--- src/rtl/if_stage_if.sv ---
// IF stage bundle: hazard controls, EX redirect, imem request/response and the IF/ID register outputs.
// master = fetch stage; slave = environment (hazard unit, EX, instruction memory, decode).
interface if_stage_if #(
    parameter int XLEN = 32
);
    logic            StallF;
    logic            StallD;
    logic            FlushD;
    logic            PCSrcE;
    logic [XLEN-1:0] PCTargetE;

    logic            imem_req;
    logic [XLEN-1:0] imem_addr;
    logic            imem_ready;
    logic            imem_rvalid;
    logic [XLEN-1:0] imem_rdata;

    logic [XLEN-1:0] InstrD;
    logic [XLEN-1:0] PCD;
    logic [XLEN-1:0] PCPlus4D;
    logic            ValidD;
    logic            FetchEmpty;
`ifdef IF_PERF_CNT_EN
    logic [31:0]     perf_fetched;
    logic [31:0]     perf_bubbles;
`endif

    modport master (
        input  StallF, StallD, FlushD, PCSrcE, PCTargetE,
        input  imem_ready, imem_rvalid, imem_rdata,
        output imem_req, imem_addr,
        output InstrD, PCD, PCPlus4D, ValidD, FetchEmpty
`ifdef IF_PERF_CNT_EN
        , output perf_fetched, perf_bubbles
`endif
    );

    modport slave (
        output StallF, StallD, FlushD, PCSrcE, PCTargetE,
        output imem_ready, imem_rvalid, imem_rdata,
        input  imem_req, imem_addr,
        input  InstrD, PCD, PCPlus4D, ValidD, FetchEmpty
`ifdef IF_PERF_CNT_EN
        , input perf_fetched, perf_bubbles
`endif
    );
endinterface

--- src/rtl/if_stage.sv ---
// RV32I fetch: owns PCF, one imem request in flight, one-word fetch buffer, IF/ID register; IF_PERF_CNT_EN adds perf counters.
// Response lands in fb, reaches IF/ID the next cycle; StallF/StallD/imem_ready hold the pipe, redirect kills the in-flight word.
module if_stage #(
    parameter int              XLEN      = 32,
    parameter logic [XLEN-1:0] RESET_PC  = 32'h0000_0000,
    parameter logic [XLEN-1:0] NOP_INSTR = 32'h0000_0013
) (
    input  logic       clk,
    input  logic       rst,
    if_stage_if.master bus
);
    localparam logic [XLEN-1:0] ALIGN_MASK = ~XLEN'(3);
    localparam logic [XLEN-1:0] PC_STEP    = XLEN'(4);

    typedef enum logic [1:0] {
        ST_IDLE,
        ST_REQ,
        ST_WAIT
    } state_e;

    state_e          state_q, state_d;
    logic [XLEN-1:0] pcf_q, pcf_d;
    logic [XLEN-1:0] req_pc_q, req_pc_d;
    logic            outstanding_q, outstanding_d;
    logic            kill_q, kill_d;
    logic            fb_valid_q, fb_valid_d;
    logic [XLEN-1:0] fb_instr_q, fb_instr_d;
    logic [XLEN-1:0] fb_pc_q, fb_pc_d;
    logic [XLEN-1:0] instr_id_q, instr_id_d;
    logic [XLEN-1:0] pc_id_q, pc_id_d;
    logic [XLEN-1:0] pc4_id_q, pc4_id_d;
    logic            valid_id_q, valid_id_d;

    logic id_flush;
    logic fb_consume;
    logic issue;
    logic accept;
    logic resp;

    always_comb begin
        id_flush   = bus.FlushD || bus.PCSrcE;
        fb_consume = !id_flush && !bus.StallD && fb_valid_q;
        // A full buffer only blocks issue if decode is not draining it this same cycle.
        issue      = (state_q == ST_REQ) && !bus.StallF && !outstanding_q &&
                     (!fb_valid_q || fb_consume);
        accept     = issue && bus.imem_ready;
        resp       = (state_q == ST_WAIT) && outstanding_q && bus.imem_rvalid;
    end

    always_comb begin
        state_d       = state_q;
        pcf_d         = pcf_q;
        req_pc_d      = req_pc_q;
        outstanding_d = outstanding_q;
        kill_d        = kill_q;

        case (state_q)
            ST_IDLE: state_d = ST_REQ;
            ST_REQ: begin
                if (accept) begin
                    state_d       = ST_WAIT;
                    outstanding_d = 1'b1;
                    req_pc_d      = pcf_q;
                    pcf_d         = pcf_q + PC_STEP;
                end
            end
            ST_WAIT: begin
                if (resp) begin
                    state_d       = ST_REQ;
                    outstanding_d = 1'b0;
                    kill_d        = 1'b0;
                end
            end
            default: state_d = ST_IDLE;
        endcase

        // A word returning in the redirect cycle is dropped with fb, so only a still-pending one needs killing.
        if (bus.PCSrcE) begin
            pcf_d  = bus.PCTargetE & ALIGN_MASK;
            kill_d = (outstanding_q && !resp) || accept;
        end
    end

    always_comb begin
        fb_valid_d = fb_valid_q;
        fb_instr_d = fb_instr_q;
        fb_pc_d    = fb_pc_q;
        if (fb_consume) begin
            fb_valid_d = 1'b0;
        end
        if (resp && !kill_q) begin
            fb_valid_d = 1'b1;
            fb_instr_d = bus.imem_rdata;
            fb_pc_d    = req_pc_q;
        end
        if (bus.PCSrcE) begin
            fb_valid_d = 1'b0;
        end
    end

    always_comb begin
        instr_id_d = instr_id_q;
        pc_id_d    = pc_id_q;
        pc4_id_d   = pc4_id_q;
        valid_id_d = valid_id_q;
        if (id_flush) begin
            instr_id_d = NOP_INSTR;
            valid_id_d = 1'b0;
        end else if (!bus.StallD) begin
            if (fb_valid_q) begin
                instr_id_d = fb_instr_q;
                pc_id_d    = fb_pc_q;
                pc4_id_d   = fb_pc_q + PC_STEP;
                valid_id_d = 1'b1;
            end else begin
                instr_id_d = NOP_INSTR;
                valid_id_d = 1'b0;
            end
        end
    end

    always_ff @(posedge clk or posedge rst) begin
        if (rst) begin
            state_q       <= ST_IDLE;
            pcf_q         <= RESET_PC & ALIGN_MASK;
            req_pc_q      <= '0;
            outstanding_q <= 1'b0;
            kill_q        <= 1'b0;
            fb_valid_q    <= 1'b0;
            fb_instr_q    <= NOP_INSTR;
            fb_pc_q       <= '0;
            instr_id_q    <= NOP_INSTR;
            pc_id_q       <= '0;
            pc4_id_q      <= '0;
            valid_id_q    <= 1'b0;
        end else begin
            state_q       <= state_d;
            pcf_q         <= pcf_d;
            req_pc_q      <= req_pc_d;
            outstanding_q <= outstanding_d;
            kill_q        <= kill_d;
            fb_valid_q    <= fb_valid_d;
            fb_instr_q    <= fb_instr_d;
            fb_pc_q       <= fb_pc_d;
            instr_id_q    <= instr_id_d;
            pc_id_q       <= pc_id_d;
            pc4_id_q      <= pc4_id_d;
            valid_id_q    <= valid_id_d;
        end
    end

    assign bus.imem_req   = issue;
    assign bus.imem_addr  = pcf_q;
    assign bus.InstrD     = instr_id_q;
    assign bus.PCD        = pc_id_q;
    assign bus.PCPlus4D   = pc4_id_q;
    assign bus.ValidD     = valid_id_q;
    assign bus.FetchEmpty = !fb_valid_q && !outstanding_q;

`ifdef IF_PERF_CNT_EN
    logic        id_bubble;
    logic [31:0] perf_fetched_q, perf_fetched_d;
    logic [31:0] perf_bubbles_q, perf_bubbles_d;

    always_comb begin
        id_bubble      = !id_flush && !bus.StallD && !fb_valid_q;
        perf_fetched_d = perf_fetched_q;
        perf_bubbles_d = perf_bubbles_q;
        if (fb_consume && (perf_fetched_q != 32'hFFFF_FFFF)) begin
            perf_fetched_d = perf_fetched_q + 32'd1;
        end
        if (id_bubble && (perf_bubbles_q != 32'hFFFF_FFFF)) begin
            perf_bubbles_d = perf_bubbles_q + 32'd1;
        end
    end

    always_ff @(posedge clk or posedge rst) begin
        if (rst) begin
            perf_fetched_q <= '0;
            perf_bubbles_q <= '0;
        end else begin
            perf_fetched_q <= perf_fetched_d;
            perf_bubbles_q <= perf_bubbles_d;
        end
    end

    assign bus.perf_fetched = perf_fetched_q;
    assign bus.perf_bubbles = perf_bubbles_q;
`endif
endmodule

--- src/flat_wrapper.sv ---
// flat-port wrapper written by rule: the top's interface ports become plain ports
module if_stage_flat 
#(
    parameter int              XLEN      = 32,
    parameter logic [XLEN-1:0] RESET_PC  = 32'h0000_0000,
    parameter logic [XLEN-1:0] NOP_INSTR = 32'h0000_0013
)
  (clk, rst, bus_StallF, bus_StallD, bus_FlushD, bus_PCSrcE, bus_PCTargetE, bus_imem_ready, bus_imem_rvalid, bus_imem_rdata, bus_imem_req, bus_imem_addr, bus_InstrD, bus_PCD, bus_PCPlus4D, bus_ValidD, bus_FetchEmpty);
  if_stage_if #(.XLEN(XLEN)) bus_i ();
  input  logic clk;
  input  logic rst;
  input wire logic [$bits(bus_i.StallF)-1:0] bus_StallF;
  input wire logic [$bits(bus_i.StallD)-1:0] bus_StallD;
  input wire logic [$bits(bus_i.FlushD)-1:0] bus_FlushD;
  input wire logic [$bits(bus_i.PCSrcE)-1:0] bus_PCSrcE;
  input wire logic [$bits(bus_i.PCTargetE)-1:0] bus_PCTargetE;
  input wire logic [$bits(bus_i.imem_ready)-1:0] bus_imem_ready;
  input wire logic [$bits(bus_i.imem_rvalid)-1:0] bus_imem_rvalid;
  input wire logic [$bits(bus_i.imem_rdata)-1:0] bus_imem_rdata;
  output wire logic [$bits(bus_i.imem_req)-1:0] bus_imem_req;
  output wire logic [$bits(bus_i.imem_addr)-1:0] bus_imem_addr;
  output wire logic [$bits(bus_i.InstrD)-1:0] bus_InstrD;
  output wire logic [$bits(bus_i.PCD)-1:0] bus_PCD;
  output wire logic [$bits(bus_i.PCPlus4D)-1:0] bus_PCPlus4D;
  output wire logic [$bits(bus_i.ValidD)-1:0] bus_ValidD;
  output wire logic [$bits(bus_i.FetchEmpty)-1:0] bus_FetchEmpty;
  assign bus_i.StallF = bus_StallF;
  assign bus_i.StallD = bus_StallD;
  assign bus_i.FlushD = bus_FlushD;
  assign bus_i.PCSrcE = bus_PCSrcE;
  assign bus_i.PCTargetE = bus_PCTargetE;
  assign bus_i.imem_ready = bus_imem_ready;
  assign bus_i.imem_rvalid = bus_imem_rvalid;
  assign bus_i.imem_rdata = bus_imem_rdata;
  assign bus_imem_req = bus_i.imem_req;
  assign bus_imem_addr = bus_i.imem_addr;
  assign bus_InstrD = bus_i.InstrD;
  assign bus_PCD = bus_i.PCD;
  assign bus_PCPlus4D = bus_i.PCPlus4D;
  assign bus_ValidD = bus_i.ValidD;
  assign bus_FetchEmpty = bus_i.FetchEmpty;
  if_stage #(.XLEN(XLEN), .RESET_PC(RESET_PC), .NOP_INSTR(NOP_INSTR)) u_core (.clk(clk), .rst(rst), .bus(bus_i));
endmodule
--- config.mk ---
export PLATFORM = sky130hd
export DESIGN_NAME = if_stage_flat
export DESIGN_NICKNAME = d
export VERILOG_FILES = /design/src/rtl/if_stage_if.sv /design/src/rtl/if_stage.sv /design/src/flat_wrapper.sv
export SDC_FILE = /design/constraint.sdc
export NUM_CORES = 1
export LEC_CHECK = 0
export CAP_MARGIN = 20
export CORE_UTILIZATION = 46
export CTS_CLUSTER_SIZE = 40
export DETAILED_ROUTE_END_ITERATION = 7
export GPL_TIMING_DRIVEN = 1
export HOLD_SLACK_MARGIN = 0.08
export MAX_ROUTING_LAYER = met4
export PLACE_DENSITY = 0.76
export SLEW_MARGIN = 20
export SYNTH_ARGS = -nofsm -noshare
export SYNTH_HDL_FRONTEND = slang
export SYNTH_SLANG_ARGS = --single-unit
--- constraint.sdc ---
create_clock -name clk -period 7.3 [get_ports clk]
set_input_delay 1.46 -clock clk [delete_from_list [all_inputs] [get_ports clk]]
set_output_delay 1.46 -clock clk [all_outputs]
set_load 0.1 [all_outputs]
-- Word level (Yosys, flattened, before mapping)
Index checks and enable logic that the tools add are counted.
- logic and storage cells: 75
- register bits: 230
- output and inout port bits: 131
- bitwise operators: 2
- reductions and logical operators: 34
- add/subtract/negate cells: 2
- muxes and demuxes: 20
- equality and inequality tests: 5
- operators by type and width (operator ; count):
    $mux W32 ; 6
    $add A32 B3 Y32 const B ; 2
    $logic_and A1 B1 Y1 ; 11
    $mux W1 ; 10
    $reduce_bool A2 Y1 ; 5
    $reduce_and A2 Y1 ; 4
    $logic_not A1 Y1 ; 7
    $ne A2 B1 Y1 const B ; 3
    $pmux W2 S3 ; 1
    $reduce_and A3 Y1 ; 2
    $mux W2 ; 2
    $logic_or A1 B1 Y1 ; 3
    $reduce_bool A3 Y1 ; 1
    $eq A2 B1 Y1 const B ; 1
    $eq A2 B2 Y1 const B ; 1
    $logic_not A2 Y1 ; 1
    $not A1 Y1 ; 2
    $pmux W1 S2 ; 1

-- Depth between registers and ports, before layout
- depth after elaboration: 10
- gate-level depth with buffers: 8

-- Worst setup path after synthesis
OpenSTA, ideal clock, no wires.
- path kind: input -> output
- from: input port bus_FlushD
- to: output port bus_imem_req
- data arrival time: 4.877 ns
- slack: 0.963 ns
- cell stages on the path: 3
- data required time: 5.840 ns
- path buffers: 0
- cell sequence: nor3_1 > nor2b_1 > nor4b_1
- cells in the longest elaborated chain, start to end: 6
- RTL lines (item ; RTL line ; RTL):
    start, declared ; flat_wrapper.sv:14 ; input wire logic [$bits(bus_i.FlushD)-1:0] bus_FlushD;
    $logic_or A1 B1 Y1 ; if_stage.sv:41 ; id_flush = bus.FlushD || bus.PCSrcE;
    $logic_not A1 Y1 ; if_stage.sv:42 ; fb_consume = !id_flush && !bus.StallD && fb_valid_q;
    $logic_and A1 B1 Y1 (2 in series) ; if_stage.sv:42 ;
    $logic_or A1 B1 Y1 ; if_stage.sv:45 ; (!fb_valid_q || fb_consume);
    $logic_and A1 B1 Y1 ; if_stage.sv:44 ; issue = (state_q == ST_REQ) && !bus.StallF && !outstanding_q &&
    end, declared ; flat_wrapper.sv:20 ; output wire logic [$bits(bus_i.imem_req)-1:0] bus_imem_req;
No other way between the ends.

-- Worst setup path in the final report
Ends and elaborated chain as after synthesis.

==> metrics.cfg <==
[timing]
fin_crit_sh_pct = 75.0
fin_tns_setup_ns = 0
timing.final.ws_setup_ns = 1.83
finalSetupViolCount = 0
fin_hold_ws_ns = 0.471
period_minus_slack_ns = 5.47
final-hold-violation-count = 0
fin_skew_ns = 0.00851
slew_viol_final = 0
rsz0062_at_grt = false
max_freq_mhz = 183
slew_headroom_pct = 31.6
worstMarginPinSlew_ns = 1.02

[cts]
ctsHoldBuffers = 0
cts_setup_buffers = 0
cts_tree = yes
cts_root_buf = clkbuf_16
numClockSinks = 220
cts_resized = 0
clk_latency_ns = 0.50
htreeDepth = 1
cts_buffers = 24
clk_pin_slew_ns = 0.06
cts_buffer_depth = 3

[floorplanning]
die-height_um = 145
start_util_pct = 47.5
core_area_um2 = 19700
pin_count = 203
die_area_um2 = 20900
num_rows = 51
die_w_um = 145

[global_routing]
track_usage_pct = 21.8
grt_pass1_vias = 6629
grt_pass1_wl_um = 34900
antenna_found_initial = 0
grt_max_degree = 123
grt-ovfl-total = 0

[critical_path]
arrival_ns = 4.01
crit_type = in -> out
cp_max_fo = 3
worstPathCellList = clkdlybuf4s50_1, nor3_1, nor2b_1, nor4b_1, clkdlybuf4s50_1
required_ns = 5.84
max_stage_delay_ns = 1.21
critical_path.endpoint_type = output port
startpoint_type = input port
cpMaxStageDelayCell = clkdlybuf4s50_1
cp_common_cell = clkdlybuf4s50_1

[pwr]
ir_drop_mv = 0.149
p_per_area_nw_per_um2 = 277
finalPower_w = 0.00341
p_sw_w = 0.000982
clkPwrFrac_pct = 36.9
pwr-share-seq_pct = 46.7
power.internal_w = 0.00243
combPwrFrac_pct = 16.4
p_leak_nw = 5.66
swShare_pct = 28.8

[min_path]
hold_class = reg -> reg

[run]
maxCapViolCount = 0

[yosys]
synth-xor-area-share_pct = 5.24
synth_warnings = 0
synth_top_family_by_area = simple AND/OR/NAND/NOR gates
netlist_area_um2 = 9360
ys_ff_latch = 220
synth_edf_count = 0
syn_inst = 869
muxShareOfSynthArea_pct = 8.04
postSynthAreaPerCell_um2 = 10.8
synth_cell_types = 43
synth-adder-area-share_pct = 0.669
synthSimpleGateAreaFrac_pct = 17.1
synth-async-reset-ratio_pct = 100
synth_compound_area_share_pct = 6.93
synthFlopType = dfrtp_1
synth_seq_area_share_pct = 58.9

[place]
dp_hpwl_um = 14500
dp.cells = 1289
place_congestion = 0.849
port_buffers = 194
pre_cts_ws_ns = 1.85

[final_layout]
finish.net_count = 1128
n_antenna_cell = 0
area_delta_synth_final_pct = 31.8
multi_input_comb_area_um2 = 3580
fin_cells = 1334
drive_gt1_share_pct = 12.2
nFillCells = 1572
regArea_um2 = 5510

[routing]
antenna_left = 0
wl_per_cell_um = 16.3
drc = 0
num_vias = 6786
dr.pass1.iters = 5
via_per_inst = 5.09
met1_length_um = 10500
highest_layer = met4
wl_um = 21700
route.met3.wl_um = 1390
drt_iter0_drc = 432
dr_wl_met2_um = 9590

[outcome]
outcome = complete, no violations

[cell usage in the layout, fill, tap and decap left out, types with 7 or more instances in the layout]
cell | netlist | routed
nand2_1 | 258 | 257
dfrtp_1 | 214 | 214
clkdlybuf4s50_1 | 0 | 193
mux2_2 | 65 | 65
o21ai_0 | 49 | 49
xor2_1 | 40 | 40
a22o_1 | 29 | 29
nand3_1 | 28 | 28
clkbuf_16 | 0 | 25
nand4_1 | 21 | 21
xnor2_1 | 16 | 16
nor2_1 | 15 | 15
o21ai_1 | 10 | 10
buf_4 | 7 | 9
clkbuf_1 | 31 | 8
nor3_1 | 7 | 7
[sequential cells by signal (all words and copies together) (netlist names), 2 cells and up]
name and count:
u_core.bus.InstrD 32, u_core.bus.PCD 30, u_core.bus.PCPlus4D 30, u_core.bus.imem_addr 30, u_core.fb_instr_q 32, u_core.fb_pc_q 30
u_core.req_pc_q 30, u_core.state_q 2
[critical path: cells and delay by family]
family | cells | cell delay, ns
buffers and inverters | 2 | 1.72
AND/OR/NAND/NOR | 3 | 0.83
[per-layer routing]
| metal | vias up | track usage (%) |
|---|---|---|
| met3 | 19 | 3.54 |
| met1 | 3265 | 31.1 |
| met5 | - | - |
| met2 | 221 | 32.6 |
| met4 | 0 | 4.82 |
| li1 | 3281 | - |
[cell type report]
| type | instances | share of cell area, % |
|---|---|---|
| Clock inverter | 6 | 0.893 |
| Inverter | 6 | 0.213 |
| Sequential cell | 220 | 44.7 |
| Timing Repair Buffer | 205 | 16.6 |
| Multi-Input combinational cell | 594 | 29.1 |
| Clock buffer | 38 | 5.87 |
| Tap cell | 265 | 2.69 |
[cells by family (layout without fill, tap and decap cells)]
| kind of cell | after synthesis | count (layout) |
|---|---|---|
| and+or+nand+nor | 360 | 360 |
| DFF | 220 | 220 |
| xor gates and xnor gates | 56 | 56 |
| muxes | 67 | 67 |
| buffers and inverters | 60 | 255 |
| other | 1 | 6 |
| adders and majority gates | 5 | 5 |
| AOI/OAI and AO/OA | 100 | 100 |
[final timing paths]
check	from	end	slack, ns	depth (start not counted)
worst max-delay path	bus_FlushD	bus_imem_req	1.83	5
worst min register to register	u_core.req_pc_q[15]	u_core.req_pc_q[15]	0.47	2
worst min-delay path	u_core.req_pc_q[15]	u_core.req_pc_q[15]	0.47	2
worst max register to register	u_core.state_q[1]	u_core.bus.imem_addr[31]	5.01	7
max in group asynchronous	rst	u_core.bus.InstrD[4]	4.85	4
min in group asynchronous	rst	u_core.fb_instr_q[24]	1.32	2
[power by group through the flow]
stage                     logic, W  registers [W]  clock network, W
after floorplan           0.000313        0.00167                 0
after global placement    0.000548        0.00160                 0
after detailed placement  0.000561        0.00161                 0
after CTS                 0.000565        0.00159           0.00129
after global routing      0.000614        0.00162           0.00134
final                     0.000561        0.00159           0.00126
[metrics by stage]
stage | area, um2 | utilization (%)
after floorplan | 9380 | -
after global placement | 11500 | 58.2
after detailed placement | 11500 | 58.2
after CTS | 12300 | 62.4
after global routing | 12300 | 62.5
final | 12300 | 62.5
[cell usage after synthesis, types with 2 or more instances]
| master | number | area [um2] |
|---|---|---|
| nand2_1 | 258 | 968 |
| dfrtp_1 | 214 | 5360 |
| mux2_2 | 65 | 732 |
| o21ai_0 | 49 | 245 |
| xor2_1 | 40 | 350 |
| clkbuf_1 | 31 | 116 |
| a22o_1 | 29 | 254 |
| nand3_1 | 28 | 140 |
| nand4_1 | 21 | 131 |
| xnor2_1 | 16 | 140 |
| nor2_1 | 15 | 56.3 |
| buf_2 | 12 | 60.1 |
| o21ai_1 | 10 | 50.1 |
| buf_4 | 7 | 52.6 |
| nor3_1 | 7 | 35.0 |
| and2_1 | 6 | 37.5 |
| and3_1 | 6 | 37.5 |
| and4_1 | 6 | 52.6 |
| dfstp_2 | 6 | 158 |
| inv_1 | 6 | 22.5 |
| ha_1 | 5 | 62.6 |
| o22a_1 | 4 | 35.0 |
| a21oi_1 | 3 | 15.0 |
| buf_6 | 2 | 22.5 |
| mux2i_1 | 2 | 20.0 |
| nand3_2 | 2 | 20.0 |
| nor4_1 | 2 | 12.5 |
| nor4_4 | 2 | 42.5 |
No activity file was read; power rests on OpenSTA's default activity.
